### src/rtl/pic_pkg.sv
// rtl/pic_pkg.sv - shared state type and constants for the picture reader
package pic_pkg;

    typedef enum logic [1:0] {
        IDLE  = 2'd0,
        FETCH = 2'd1,
        DRAIN = 2'd2
    } state_t;

    localparam int WORD_STRIDE = 4;
    localparam int BUF_DEPTH   = 4;

endpackage

### src/rtl/pic_fifo.sv
// rtl/pic_fifo.sv - small output buffer between memory reads and the pixel stream
module pic_fifo #(
    parameter int SIZE      = 8,
    parameter int BUF_DEPTH = 4
) (
    input  logic                               clk,
    input  logic                               reset,
    input  logic                               push,
    input  logic [SIZE-1:0]                    push_data,
    input  logic                               pop,
    output logic [SIZE-1:0]                    head_data,
    output logic                               empty,
    output logic [$clog2(BUF_DEPTH+1)-1:0]     count
);

    localparam int AW = (BUF_DEPTH > 1) ? $clog2(BUF_DEPTH) : 1;
    localparam int CW = $clog2(BUF_DEPTH+1);

    logic [SIZE-1:0] storage [BUF_DEPTH];
    logic [AW-1:0]   wr_ptr;
    logic [AW-1:0]   rd_ptr;
    logic            do_push;
    logic            do_pop;

    // A pop only happens on a non-empty buffer; a push into a full buffer is
    // only taken when the same edge frees a slot.
    always_comb begin
        do_pop    = pop && (count != '0);
        do_push   = push && ((count != CW'(BUF_DEPTH)) || do_pop);
        empty     = (count == '0);
        head_data = storage[rd_ptr];
    end

    // Data slots are not reset; only the pointers and occupancy define contents.
    always_ff @(posedge clk) begin
        if (do_push) begin
            storage[wr_ptr] <= push_data;
        end
    end

    // Pointer and occupancy bookkeeping; push and pop together keep count.
    always_ff @(posedge clk) begin
        if (reset) begin
            wr_ptr <= '0;
            rd_ptr <= '0;
            count  <= '0;
        end else begin
            if (do_push) begin
                wr_ptr <= (wr_ptr == AW'(BUF_DEPTH-1)) ? '0 : wr_ptr + AW'(1);
            end
            if (do_pop) begin
                rd_ptr <= (rd_ptr == AW'(BUF_DEPTH-1)) ? '0 : rd_ptr + AW'(1);
            end
            case ({do_push, do_pop})
                2'b10:   count <= count + CW'(1);
                2'b01:   count <= count - CW'(1);
                default: count <= count;
            endcase
        end
    end

endmodule

### src/rtl/pic_reader.sv
// rtl/pic_reader.sv - fetches a frame of words from picture memory and streams them out
module pic_reader
    import pic_pkg::*;
#(
    parameter int              SIZE      = 8,
    parameter logic [SIZE-1:0] BASE      = '0,
    parameter int              NUM_WORDS = 9
) (
    input  logic            clk,
    input  logic            reset,
    input  logic            start,
    output logic [SIZE-1:0] mem_address,
    input  logic [SIZE-1:0] mem_read,
    output logic [SIZE-1:0] pix_data,
    output logic            pix_valid,
    input  logic            pix_ready,
    output logic            pix_last,
    output logic            busy,
    output logic            done
);

    localparam logic [SIZE-1:0] LAST_IDX = SIZE'(NUM_WORDS - 1);
    localparam logic [SIZE-1:0] STRIDE   = SIZE'(WORD_STRIDE);
    localparam int              CW       = $clog2(BUF_DEPTH+1);

    state_t          state;
    logic [SIZE-1:0] issued;
    logic [SIZE-1:0] popped;
    logic            issue_d0;
    logic            issue_d1;
    logic [CW-1:0]   fifo_count;
    logic            fifo_empty;
    logic [SIZE-1:0] fifo_head;
    logic [3:0]      pending;
    logic            room;
    logic            accept;
    logic            issue;
    logic            xfer;
    logic            final_xfer;

    // issue_d0 marks an address presented this cycle, issue_d1 one whose data
    // is on mem_read now; both count against free buffer slots.
    always_comb begin
        pending    = 4'(fifo_count) + 4'(issue_d0) + 4'(issue_d1);
        room       = (pending < 4'(BUF_DEPTH));
        accept     = (state == IDLE) && start && !done;
        issue      = accept || ((state == FETCH) && room);
        pix_valid  = !fifo_empty;
        pix_data   = fifo_empty ? '0 : fifo_head;
        pix_last   = pix_valid && (popped == LAST_IDX);
        xfer       = pix_valid && pix_ready;
        final_xfer = xfer && pix_last;
        busy       = (state != IDLE);
    end

    pic_fifo #(
        .SIZE      (SIZE),
        .BUF_DEPTH (BUF_DEPTH)
    ) u_fifo (
        .clk       (clk),
        .reset     (reset),
        .push      (issue_d1),
        .push_data (mem_read),
        .pop       (xfer),
        .head_data (fifo_head),
        .empty     (fifo_empty),
        .count     (fifo_count)
    );

    // Frame FSM, address counter and read pipeline; reset drops in-flight reads.
    always_ff @(posedge clk) begin
        if (reset) begin
            state       <= IDLE;
            mem_address <= '0;
            issued      <= '0;
            popped      <= '0;
            issue_d0    <= 1'b0;
            issue_d1    <= 1'b0;
            done        <= 1'b0;
        end else begin
            issue_d0 <= issue;
            issue_d1 <= issue_d0;
            done     <= final_xfer;
            if (xfer) begin
                popped <= popped + SIZE'(1);
            end
            case (state)
                IDLE: begin
                    if (accept) begin
                        mem_address <= BASE;
                        issued      <= SIZE'(1);
                        popped      <= '0;
                        state       <= (NUM_WORDS == 1) ? DRAIN : FETCH;
                    end
                end
                FETCH: begin
                    if (room) begin
                        mem_address <= mem_address + STRIDE;
                        issued      <= issued + SIZE'(1);
                        if (issued == LAST_IDX) begin
                            state <= DRAIN;
                        end
                    end
                end
                DRAIN: begin
                    if (final_xfer) begin
                        state <= IDLE;
                    end
                end
                default: state <= IDLE;
            endcase
        end
    end

endmodule

### config.mk
export PLATFORM = sky130hd
export DESIGN_NAME = pic_reader
export DESIGN_NICKNAME = d
export VERILOG_FILES = /design/src/rtl/pic_pkg.sv /design/src/rtl/pic_fifo.sv /design/src/rtl/pic_reader.sv
export SDC_FILE = /design/constraint.sdc
export NUM_CORES = 1
export LEC_CHECK = 0
export ABC_AREA = 1
export CAP_MARGIN = 20
export CORE_MARGIN = 2
export CORE_UTILIZATION = 50
export CTS_BUF_LIST = sky130_fd_sc_hd__clkbuf_8
export DETAILED_ROUTE_END_ITERATION = 8
export MAX_ROUTING_LAYER = met4
export PLACE_DENSITY = 0.68
export SETUP_SLACK_MARGIN = 0.5
export SLEW_MARGIN = 15
export SYNTH_ARGS = -nofsm -noshare
export SYNTH_HDL_FRONTEND = slang
export SYNTH_SLANG_ARGS = --single-unit
### constraint.sdc
create_clock -name clk -period 1.7 [get_ports clk]
set_input_delay 0.17 -clock clk [delete_from_list [all_inputs] [get_ports clk]]
set_output_delay 0.17 -clock clk [all_outputs]
set_load 0.03 [all_outputs]
== Yosys cells after proc, flatten, opt, wreduce, memory -nomap -nowiden ==
Memory sizes are Yosys's and may differ from the RTL's. A register that Yosys moved wholly into a read port is not among the register bits.
Cells that the tools add are included.
Storage, ports and cells
  bits in registers: 36
  RAM bits: 32
  output and inout bits: 20
  logic and storage cells: 76
  memories: 1
Memories
  u_fifo.storage: words 4, width 8, rd ports 1, clocked after Yosys merged registers in 1, write ports 1, line pic_fifo.sv:19  | logic [SIZE-1:0] storage [BUF_DEPTH];
Cells by class
  add/sub/neg operators: 9
  magnitude comparators: 1
  equal/unequal tests: 13
  muxes and demuxes: 22
  reductions and logical operators: 20
Operators with widths (number)
  $mux 8: 8
  $pmux 8 s2: 2
  $add 8x1->8 const B: 2
  $eq 8x4->1 const B: 2
  $mux 2: 8
  $add 8x3->8 const B: 1
  $eq 2x2->1 const B: 4
  $logic_and 1x1->1: 8
  $ne 2x2->1 const B: 3
  $pmux 2 s3: 1
  $pmux 3 s2: 1
  $reduce_bool 2->1: 3
  $add 2x1->2 const B: 2
  $add 3x1->4: 1
  $add 4x1->4: 1
  $eq 2x1->1 const B: 2
  $lt 4x3->1 const B: 1
  $reduce_and 4->1: 1
  $add 3x1->3 const B: 1
  $logic_not 3->1: 1
  $ne 3x3->1 const B: 1
  $reduce_and 3->1: 1
  $reduce_bool 3->1: 1
  $sub 3x1->3 const B: 1
  5 further kinds: 8

== Depth between registers and ports, before layout ==
Gate-level depths: netlist of run 1.
  word-level depth: 8
  depth in mapped cells: 10

== Hierarchy ==
Synthesis of run 1 repeated with hierarchy kept, for this count alone.
Unflattened totals
  cell total of the unflattened synthesis: 357
  area total of the unflattened synthesis: 3153.0 µm²
Modules (own cells, without submodules)
  pic_fifo: instances 1, cells each 143, area each 1677.9 µm²
  pic_reader: instances 1, cells each 214, area each 1475.2 µm²

== Worst setup path before layout of run 1 ==
OpenSTA, ideal clock, no wires.
  path type: reg2out
  start point: reg u_fifo.count[0]
  end point: out pix_last
  arrival: 1.536 ns
  required time: 1.530 ns
  path slack: -0.006 ns
  cell stages (with the launch flop): 5
  buffers on the path: 0
  path through: dfxtp_1 > nor2_2 > nand2_4 > clkinv_1 > nor3_1
On the way
  longest elaborated chain between the ends: 3
RTL lines
  start, declared: line pic_fifo.sv:13  | output logic [$clog2(BUF_DEPTH+1)-1:0] count
  start signal, assigned: line pic_fifo.sv:55  | 2'b10: count <= count + CW'(1);
  start signal, assigned: line pic_fifo.sv:56  | 2'b01: count <= count - CW'(1);
  start signal, assigned: line pic_fifo.sv:57  | default: count <= count;
  $logic_not 3->1: line pic_fifo.sv:30  | empty = (count == '0);
  $logic_not 1->1: line pic_reader.sv:48  | pix_valid = !fifo_empty;
  net pix_valid: line pic_reader.sv:15  | output logic pix_valid,
  $logic_and 1x1->1: line pic_reader.sv:50  | pix_last = pix_valid && (popped == LAST_IDX);
  end, declared: line pic_reader.sv:17  | output logic pix_last,
The timed path passes the listed nets, and every way through them passes these cells.

== Final worst setup path of run 1 ==
  start point: reg u_fifo.count[1]
  end point: reg u_fifo.count[2]
On the way
  longest elaborated chain between the ends: 8
  elaborated cells on any way between the ends: 14
  classes of those cells: 2 x add/sub; 3 x eq/ne; 1 x mux; 8 x reduce/logical
RTL lines
  $logic_not 3->1: line pic_fifo.sv:30
  $logic_not 1->1: line pic_reader.sv:48
  $logic_and 1x1->1: line pic_reader.sv:51  | xfer = pix_valid && pix_ready;
  $logic_and 1x1->1: line pic_fifo.sv:28  | do_pop = pop && (count != '0);
  $logic_or 1x1->1: line pic_fifo.sv:29  | do_push = push && ((count != CW'(BUF_DEPTH)) || do_pop);
  $logic_and 1x1->1: line pic_fifo.sv:29
  $eq 2x1->1 or $eq 2x2->1 (tied branches): line pic_fifo.sv:54  | case ({do_push, do_pop})
  $pmux 3 s2 or $reduce_bool 2->1 (tied branches)
Several ways; a longest one is shown, not always the timed one.
A chain may end at the register's enable or synchronous reset.

==> flow_summary.ini, run 1 <==
[timing]
timing.final.crit_share = 0.9412
setup_viol = 0
fmax_ghz = 0.6250
timing_hold_violations_final = 0
min_period_ns = 1.600
setup_tns_ns = 0
slew_headroom = 0.6172
fin_worst_skew_ns = 0.006190
tightest_slew_ns = 0.5735
drv_slew = 0
rsz0062_at_grt = yes
worst_slack_ns = 0.09995

[clock_network]
clkLatencyLatePin_ns = 0.34
cts_tree = built
cts_root_buf = clkbuf_8
cts_buffer_depth = 2
htree_levels = 3
clk_pin_slew_ns = 0.08
cts_hold_buf = 0
numCtsBuffers = 9
cts.sinks = 68

[flow_run]
maxCapViolCount = 0

[final_layout]
antenna_cells = 0
nFillCells = 427
final_cell_mix = nor2_1 (60), nand2_1 (39), inv_1 (32), edfxtp_1 (32), buf_6 (30)
drive_above_1_share = 0.4222
final_cells = 527
syn2layout_area_growth_pct = 46.85
layout.nets = 469
fin_util = 0.7466
final_common_cell = nor2_1

[floorplan]
die_h_um = 83.66
start_util = 0.5084
rows = 29
die_area_sq_mm = 0.006999
pin_count = 32
dieWidth_um = 83.66
coreArea_sq_mm = 0.006241

[route]
vias = 2773
final_antenna_net_count = 0
drc = 0
dr.first_iter.drc_count = 131
wl_per_cell_um = 15.35
firstDrtPassIters = 4
viasPerCell = 5.262
drt_wl_total_um = 8089

[power_and_ir_drop]
p_total_mw = 6.935
p_per_area_mw_per_mm2 = 1488
ir_drop_v = 0.0008373
cellLeakagePower_nw = 1.819

[grt]
grt_start_max_net_pins = 17
grt_pass1_wl_um = 12430
grt-ovfl-total = 0
antenna_found_initial = 0
grt_pass1_vias = 2710
grt.total_usage = 0.2298

[synth]
synth_area_leader_cell = edfxtp_1
syn_area_per_cell_sq_um = 8.530
syn_inst = 372
yosysSeqAreaShare = 0.5300
yosys-top-cells-area = edfxtp_1 (30%), dfxtp_1 (23%), nor2_1 (9.0%)
synth_top_area_share = 0.3028
synth_cell_type_count = 33
synth-seq-cells = 68
yosys_warnings = 0
synthesis.area_sq_mm = 0.003173

[critical_path]
critPathMaxFanout = 3
worst_setup_path_start_kind = flop
cp.required_ns = 1.97
r2r-start = u_fifo.count[1]
critPathCaptureType = flop
crit_type = flop to flop
worst_ep_arrival_time_ns = 1.87
rr_worst_depth = 10
rr_endpoint = u_fifo.count[2]
r2r_setup_slack_ns = 0.1

[placed_design]
dp_hpwl_um = 4577
globalplace.congestion = 0.8428
dp_slack_ns = 0.06148
numPortBuffers = 29
dp.cells = 482

[status]
outcome = finished clean

[worst_hold_path]
min_to = done
hp-class = primary input to flop
min_from = pix_ready
min_path_cells = 3
==> layer usage <==
layer | up-vias | track usage | wire length, um
met3 | 20 | 0.03363 | 280
li1 | 1365 | - | -
met5 | - | - | 0
met4 | 0 | 0.09531 | 240
met1 | 1326 | 0.2640 | 3195
met2 | 62 | 0.4022 | 4373
==> cell type report <==
cell class	count	area [sq um]	share of cell area
clock buffer	9	123.9	0.02658
clock inverter	7	92.59	0.01987
inverter	43	182.7	0.03921
multi-input combinational	254	1774	0.3808
sequential	68	1705	0.3660
tap	77	96.34	0.02068
timing repair buffer	69	684.4	0.1469
==> how the worst max path moves through the flow <==
stage                               start                   end  slack [ns]  cells past startpoint
after floorplan           u_fifo.count[1]       u_fifo.count[2]        0.26                      9
after global placement          pix_ready  u_fifo.storage[1][1]        0.07                      6
after detailed placement            start             issued[5]        0.06                      9
after global routing      u_fifo.count[1]       u_fifo.count[2]        0.03                     10
after CTS                            flop           pix_data[6]        0.13                      6
final                     u_fifo.count[1]       u_fifo.count[2]         0.1                     10
==> per-stage QoR <==
stage | hold WS, ns | area [sq um]
after floorplan | 0.2391 | 3264
after CTS | 0.3222 | 4303
final | 0.3705 | 4659
after global routing | 0.3846 | 4659
after global placement | 0.4035 | 3685
after detailed placement | 0.4046 | 3685
==> Yosys cell counts <==
| library cell | number |
|---|---|
| nor2_1 | 76 |
| nand2_1 | 61 |
| inv_1 | 38 |
| dfxtp_1 | 36 |
| edfxtp_1 | 32 |
| a21oi_1 | 29 |
| o21ai_0 | 28 |
| nand3_1 | 21 |
| ha_1 | 11 |
| inv_2 | 4 |
| nand4_1 | 4 |
| clkbuf_1 | 3 |
| buf_2 | 2 |
| buf_4 | 2 |
| buf_6 | 2 |
| nand2_2 | 2 |
| nand2_4 | 2 |
| nand3_2 | 2 |
| nor2_2 | 2 |
| xor2_1 | 2 |
| a211oi_1 | 1 |
| a31oi_1 | 1 |
| a31oi_2 | 1 |
| clkinv_1 | 1 |
| conb_1 | 1 |
| fa_1 | 1 |
| nand3b_1 | 1 |
| nor2_4 | 1 |
| nor3_1 | 1 |
| nor3_4 | 1 |
| nor3b_2 | 1 |
| o211a_1 | 1 |
| or2_1 | 1 |
==> registers in the layout (all words and copies together) (netlist names), named ones only <==
register,cells
done,1
issue_d0,1
issue_d1,1
issued,8
mem_address,6
popped,8
state,2
u_fifo.count,3
u_fifo.rd_ptr,2
u_fifo.storage,32
u_fifo.wr_ptr,2
==> report_power, final <==
group / switching, mW / internal [mW] / leakage [nW]
logic: 1.94 / 1.52 / 1.13
clock network: 0.616 / 0.820 / 0.107
registers: 0.148 / 1.89 / 0.587
==> worst max-delay path, cell delays in order, from the launching register on <==
cell and delay (ns):
dfxtp_4 0.36, nor2_4 0.15, nand2_4 0.09, nand2_4 0.08, nor2_4 0.04, fa_2 0.35, inv_1 0.07, nand2_1 0.10
nand3_1 0.12, nand2_1 0.07, nor2_1 0.11
==> repair_timing <==
action                     in CTS  in global routing
resized for setup             131                 85
cloned                          2                  0
setup endpoints to repair      82                 77
pin swaps                      25                 32
setup buffers                  21                  6
==> cell families (layout without fill, tap and decap cells) <==
kind of cell | count (synthesis) | after routing | synth area share
fa+ha+maj | 12 | 12 | 0.04968
xor+xnor | 2 | 2 | 0.005522
flops | 68 | 68 | 0.5300
buf+inv | 52 | 128 | 0.06940
simple gates | 176 | 177 | 0.2429
compound gates | 61 | 61 | 0.1013
other cells | 1 | 2 | 0.001182
Power figures use the tool's default switching activity.
==> run 2, diff against run 1 <==
Settings changed: CORE_UTILIZATION 50 to 54, PLACE_DENSITY 0.68 to 0.73.
==> run 2 against run 1 <==
Against the previous run: combinational power decreased by 4%; global-route usage grew 1.8 points; highest routed layer unchanged; sequential power about the same; first-iteration DRC count increased by 88%; maximum frequency fell by 5.7%; largest power group unchanged; design area shrank 3.0%; core utilization up 6.5 points; register-to-register slack improved by 0.03 ns; hold slack got worse by 0.027 ns; critical path depth fell by 4; sequential share of layout area up 1.3 points; cell count shrank 2.3%.
==> flow_summary.ini, run 2 (synthesis gave the netlist of run 1 again) <==
[grt]
grt-ovfl-total = 0
gr-usage-met1 = 0.2826
grt_pass1_vias = 2599
grt_use_met2 = 0.4258
top_usage_layer = met2
grtUsageMet3 = 0.05843
grt_start_max_net_pins = 17
grt_pass1_wl_um = 11830
antenna_found_initial = 0
grt.total_usage = 0.2480

[final_layout]
drive_above_1_share = 0.3815
layout.nets = 462
final_cell_mix = nor2_1 (63), nand2_1 (44), edfxtp_1 (32)
syn2layout_area_growth_pct = 42.51
antenna_cells = 0
reg_top3 = u_fifo.storage (32), issued (8), popped (8)
largest_reg_flops = 32
regMostFlops = u_fifo.storage
final_common_cell = nor2_1

[worst_hold_path]
hp-class = primary input to flop

[critical_path]
cpMostUsedCell = nor2_1
crit_type = flop to output pin
path_cells = clkbuf_16 > nor2_1 > nor2_1 > o21ai_0 > a21oi_2 > buf_4
crit_slowest_cell = dfxtp_4
critPathMaxFanout = 6
critPathCaptureType = output pin
critPathBufInv = 2
slowest_delay_ns = 0.40
path_delay_family = flip-flops
cp.required_ns = 1.53
worst_ep_arrival_time_ns = 1.53
worst_setup_path_start_kind = flop

[floorplan]
rows = 27
die_h_um = 80.66
start_util = 0.5692
pin_count = 32
coreArea_sq_mm = 0.005574
dieWidth_um = 80.66
die_area_sq_mm = 0.006505

[route]
vias = 2832
final_antenna_net_count = 0
dr.first_iter.drc_count = 246
wl_per_cell_um = 16.45
firstDrtPassIters = 5
viasPerCell = 5.499
drc = 0
drt_wl_total_um = 8473

[clock_network]
cts_buffer_depth = 2
htree_levels = 3
clkLatencyLatePin_ns = 0.35
cts_tree = built
cts.sinks = 68
numCtsBuffers = 9
clk_pin_slew_ns = 0.08
cts_root_buf = clkbuf_8

[power_and_ir_drop]
clock_power_share = 0.196
cellLeakagePower_nw = 1.766
ir_drop_v = 0.001092
p_per_area_mw_per_mm2 = 1483
combPwrFrac = 0.497
netSwitchingPower_mw = 2.707
p_total_mw = 6.706
pwr-share-seq = 0.308
internal-power_mw = 3.998
swShare = 0.4037

[timing]
timing.final.crit_share = 0.9977
fmax_ghz = 0.5896
min_period_ns = 1.696
fin_worst_skew_ns = 0.007224
timing_hold_violations_final = 0
drv_slew = 0
setup_tns_ns = 0
setup_viol = 0
worst_slack_ns = 0.003826
rsz0062_at_grt = yes

[placed_design]
globalplace.congestion = 0.8753
numPortBuffers = 29
dp_hpwl_um = 4552
dp_slack_ns = 0.06691

[status]
outcome = finished clean

[flow_run]
maxCapViolCount = 0
[run 2: changes by cell type in the layout (fill, tap and decap cells not counted), sizes merged]
cell / previous run / this run
bufinv: 2 / 1
clkbuf: 9 / 11
clkinvlp: 2 / 3
clkinv: 4 / 5
buf: 56 / 46
[run 2: worst min-delay path: cells and delay by family]
kind / cells / cell delay, ns
buffers and inverters: 1 / 0.29
AND/OR/NAND/NOR: 2 / 0.19
[run 2: layer usage]
metal / vias up / routed length (um)
met3: 38 / 387
met2: 97 / 4454
met5: - / 0
li1: 1353 / -
met1: 1344 / 3345
met4: 0 / 285
[run 2: worst paths after layout]
path,depth (start not counted),from,slack (ns),end
max,6,flop,0.004,pix_data[1]
min,3,pix_ready,0.34,done
max reg2reg,10,u_fifo.count[1],0.13,u_fifo.count[0]
min reg2reg,2,issue_d0,0.43,issue_d1
[run 2: layout make-up]
type | count | area (sq um)
Sequential cell | 68 | 1712
Multi-Input combinational cell | 254 | 1690
Fill cell | 322 | 1052
Timing Repair Buffer | 61 | 633.1
Inverter | 43 | 197.7
Clock buffer | 9 | 123.9
Tap cell | 72 | 90.09
Clock inverter | 7 | 66.31
Timing Repair inverter | 1 | 8.758
[run 2: stage by stage]
stage,cell area [sq um],hold slack (ns),utilization,instances
detailed placement,3646,0.4004,0.6541,476
global route,4522,0.3518,0.8112,515
floorplan,3264,0.2391,-,373
global placement,3646,0.4027,0.6541,476
finish,4522,0.3437,0.8112,515
CTS,4135,0.3278,0.7419,507
[run 2: what timing repair did]
action	in CTS	in global routing
endpoints found under the setup margin	82	78
hold endpoints to repair	0	0
hold buffers	0	0
gates cloned	1	3
setup buffers	14	5
gates resized for setup	112	86
pin swaps	23	29
[run 2: power by group through the flow]
stage	logic, mW	clock network (mW)	registers [mW]
CTS	2.58	1.31	2.04
global route	3.55	1.39	2.08
global placement	1.95	0	2.07
finish	3.33	1.31	2.06
floorplan	1.43	0	2.02
detailed placement	1.99	0	2.07
==> run 3, diff against run 2 <==
Settings changed: RECOVER_POWER from default to 25.
==> run 3 against run 2 <==
Against the previous run: die area did not move; maximum frequency up 0.20%; cell count unchanged; sequential share of layout area unchanged; design area stayed put; routed wire length up 0.13%; highest routed layer unchanged; combinational power barely moved; worst setup slack better by 0.0034 ns; critical path type unchanged.
==> flow_summary.ini, run 3 (synthesis gave the netlist of run 1 again) <==
[status]
outcome = finished clean

[critical_path]
path_delay_family = flip-flops
path_cells = clkbuf_16 > nor2_1 > nor2_1 > o21ai_0 > a21oi_2 > buf_4
worst_ep_arrival_time_ns = 1.52
worst_setup_path_start_kind = flop
rr_endpoint = u_fifo.count[0]
crit_type = flop to output pin
critPathMaxFanout = 6
crit_slowest_cell = dfxtp_4
critPathCaptureType = output pin
cpMostUsedCell = nor2_1
r2r-start = u_fifo.count[1]
r2r_setup_slack_ns = 0.13
rr_worst_depth = 10
slowest_delay_ns = 0.40
critPathBufInv = 2
cp.required_ns = 1.53

[route]
wl_per_cell_um = 16.47
firstDrtPassIters = 5
dr.first_iter.drc_count = 244
drc = 0
final_antenna_net_count = 0
vias = 2844
viasPerCell = 5.522
drt_wl_total_um = 8484

[clock_network]
cts_buffer_depth = 2
htree_levels = 3
numCtsBuffers = 9
cts_root_buf = clkbuf_8
cts_tree = built
cts.sinks = 68
cts_hold_buf = 0
clk_pin_slew_ns = 0.08
clkLatencyLatePin_ns = 0.35

[placed_design]
numPortBuffers = 29
dpl_cell_area_sq_mm = 0.003646
dp_hpwl_um = 4552
globalplace.congestion = 0.8753

[worst_hold_path]
min_path_cells = 3
min_from = pix_ready
hp-class = primary input to flop
min_to = done

[final_layout]
final_cell_mix = nor2_1 (63), nand2_1 (44), edfxtp_1 (32)
reg_top3 = u_fifo.storage (32), issued (8), popped (8)
nFillCells = 322
layout.nets = 462
drive_above_1_share = 0.3815
syn2layout_area_growth_pct = 42.51
final_common_cell = nor2_1
multiInputGateArea_sq_mm = 0.001690
regMostFlops = u_fifo.storage
antenna_cells = 0
design_area_sq_mm = 0.004522
fin_util = 0.8112
regArea_sq_mm = 0.001712
largest_reg_flops = 32

[floorplan]
dieWidth_um = 80.66
start_util = 0.5692
pin_count = 32
rows = 27
die_area_sq_mm = 0.006505
coreArea_sq_mm = 0.005574
die_h_um = 80.66

[flow_run]
maxCapViolCount = 0

[timing]
holdWs_ns = 0.3456
setup_tns_ns = 0
timing.final.crit_share = 0.9957
rsz0062_at_grt = yes
fmax_ghz = 0.5908
timing_hold_violations_final = 0
setup_viol = 0
min_period_ns = 1.693
drv_slew = 0
fin_worst_skew_ns = 0.006371

[power_and_ir_drop]
cellLeakagePower_nw = 1.768
p_total_mw = 6.709
ir_drop_v = 0.001091
p_per_area_mw_per_mm2 = 1484

[grt]
grt-ovfl-total = 0
grt_start_max_net_pins = 17
grt_pass1_vias = 2599
grt_pass1_wl_um = 11830
antenna_found_initial = 0
grt.total_usage = 0.2480
run 3: cell types whose count changed in the layout (fill, tap and decap cells not counted):
cell,change
clkdlybuf4s50_1,-8
dlygate4sd3_1,+8
run 3: worst max path at each step:
stage                    start                   end  slack (ns)  cells past startpoint
6_report                  flop           pix_data[1]       0.007                      6
5_1_grt                   flop           pix_data[1]       -0.04                      6
4_1_cts                   flop           pix_data[3]        0.10                      6
3_5_place_dp             start             issued[5]        0.07                      9
3_3_place_gp         pix_ready  u_fifo.storage[3][1]        0.08                      6
2_1_floorplan  u_fifo.count[1]       u_fifo.count[2]        0.26                      9
run 3: layer usage:
layer  track usage  share of wire  vias up
met5             -              0        -
met4       0.09153          0.032        0
met3       0.05843          0.043       36
met2        0.4258           0.53       95
met1        0.2826           0.40     1361
li1              -              -     1352
run 3: area by class of cell:
type	instances	area share
inverter	43	0.04372
timing repair buffer	61	0.1400
timing repair inverter	1	0.001937
tap	72	0.01992
multi-input combinational	254	0.3738
sequential	68	0.3785
clock inverter	7	0.01467
clock buffer	9	0.02739
run 3: per-stage QoR:
stage	setup slack [ns]	std cells
after floorplan	0.2569	373
after global placement	0.08268	476
after detailed placement	0.06691	476
after CTS	0.1025	507
after global routing	-0.03661	515
final	0.007241	515
run 3: power breakdown:
part / internal, mW / total (mW) / switching, mW
Clock: 0.669 / 1.32 / 0.649
Sequential: 1.90 / 2.06 / 0.166
Combinational: 1.43 / 3.33 / 1.90
Total: 3.99 / 6.71 / 2.71
run 3: timing repair:
item | CTS | global route
setup endpoints to repair | 82 | 78
buffers inserted | 14 | 5
cloned | 1 | 3
resized for setup | 112 | 86
pin swaps | 23 | 29
run 3: worst min-delay path, stage by stage:
cell           delay (ns)
dlygate4sd2_1        0.29
nand3_1              0.14
nor2_1               0.05
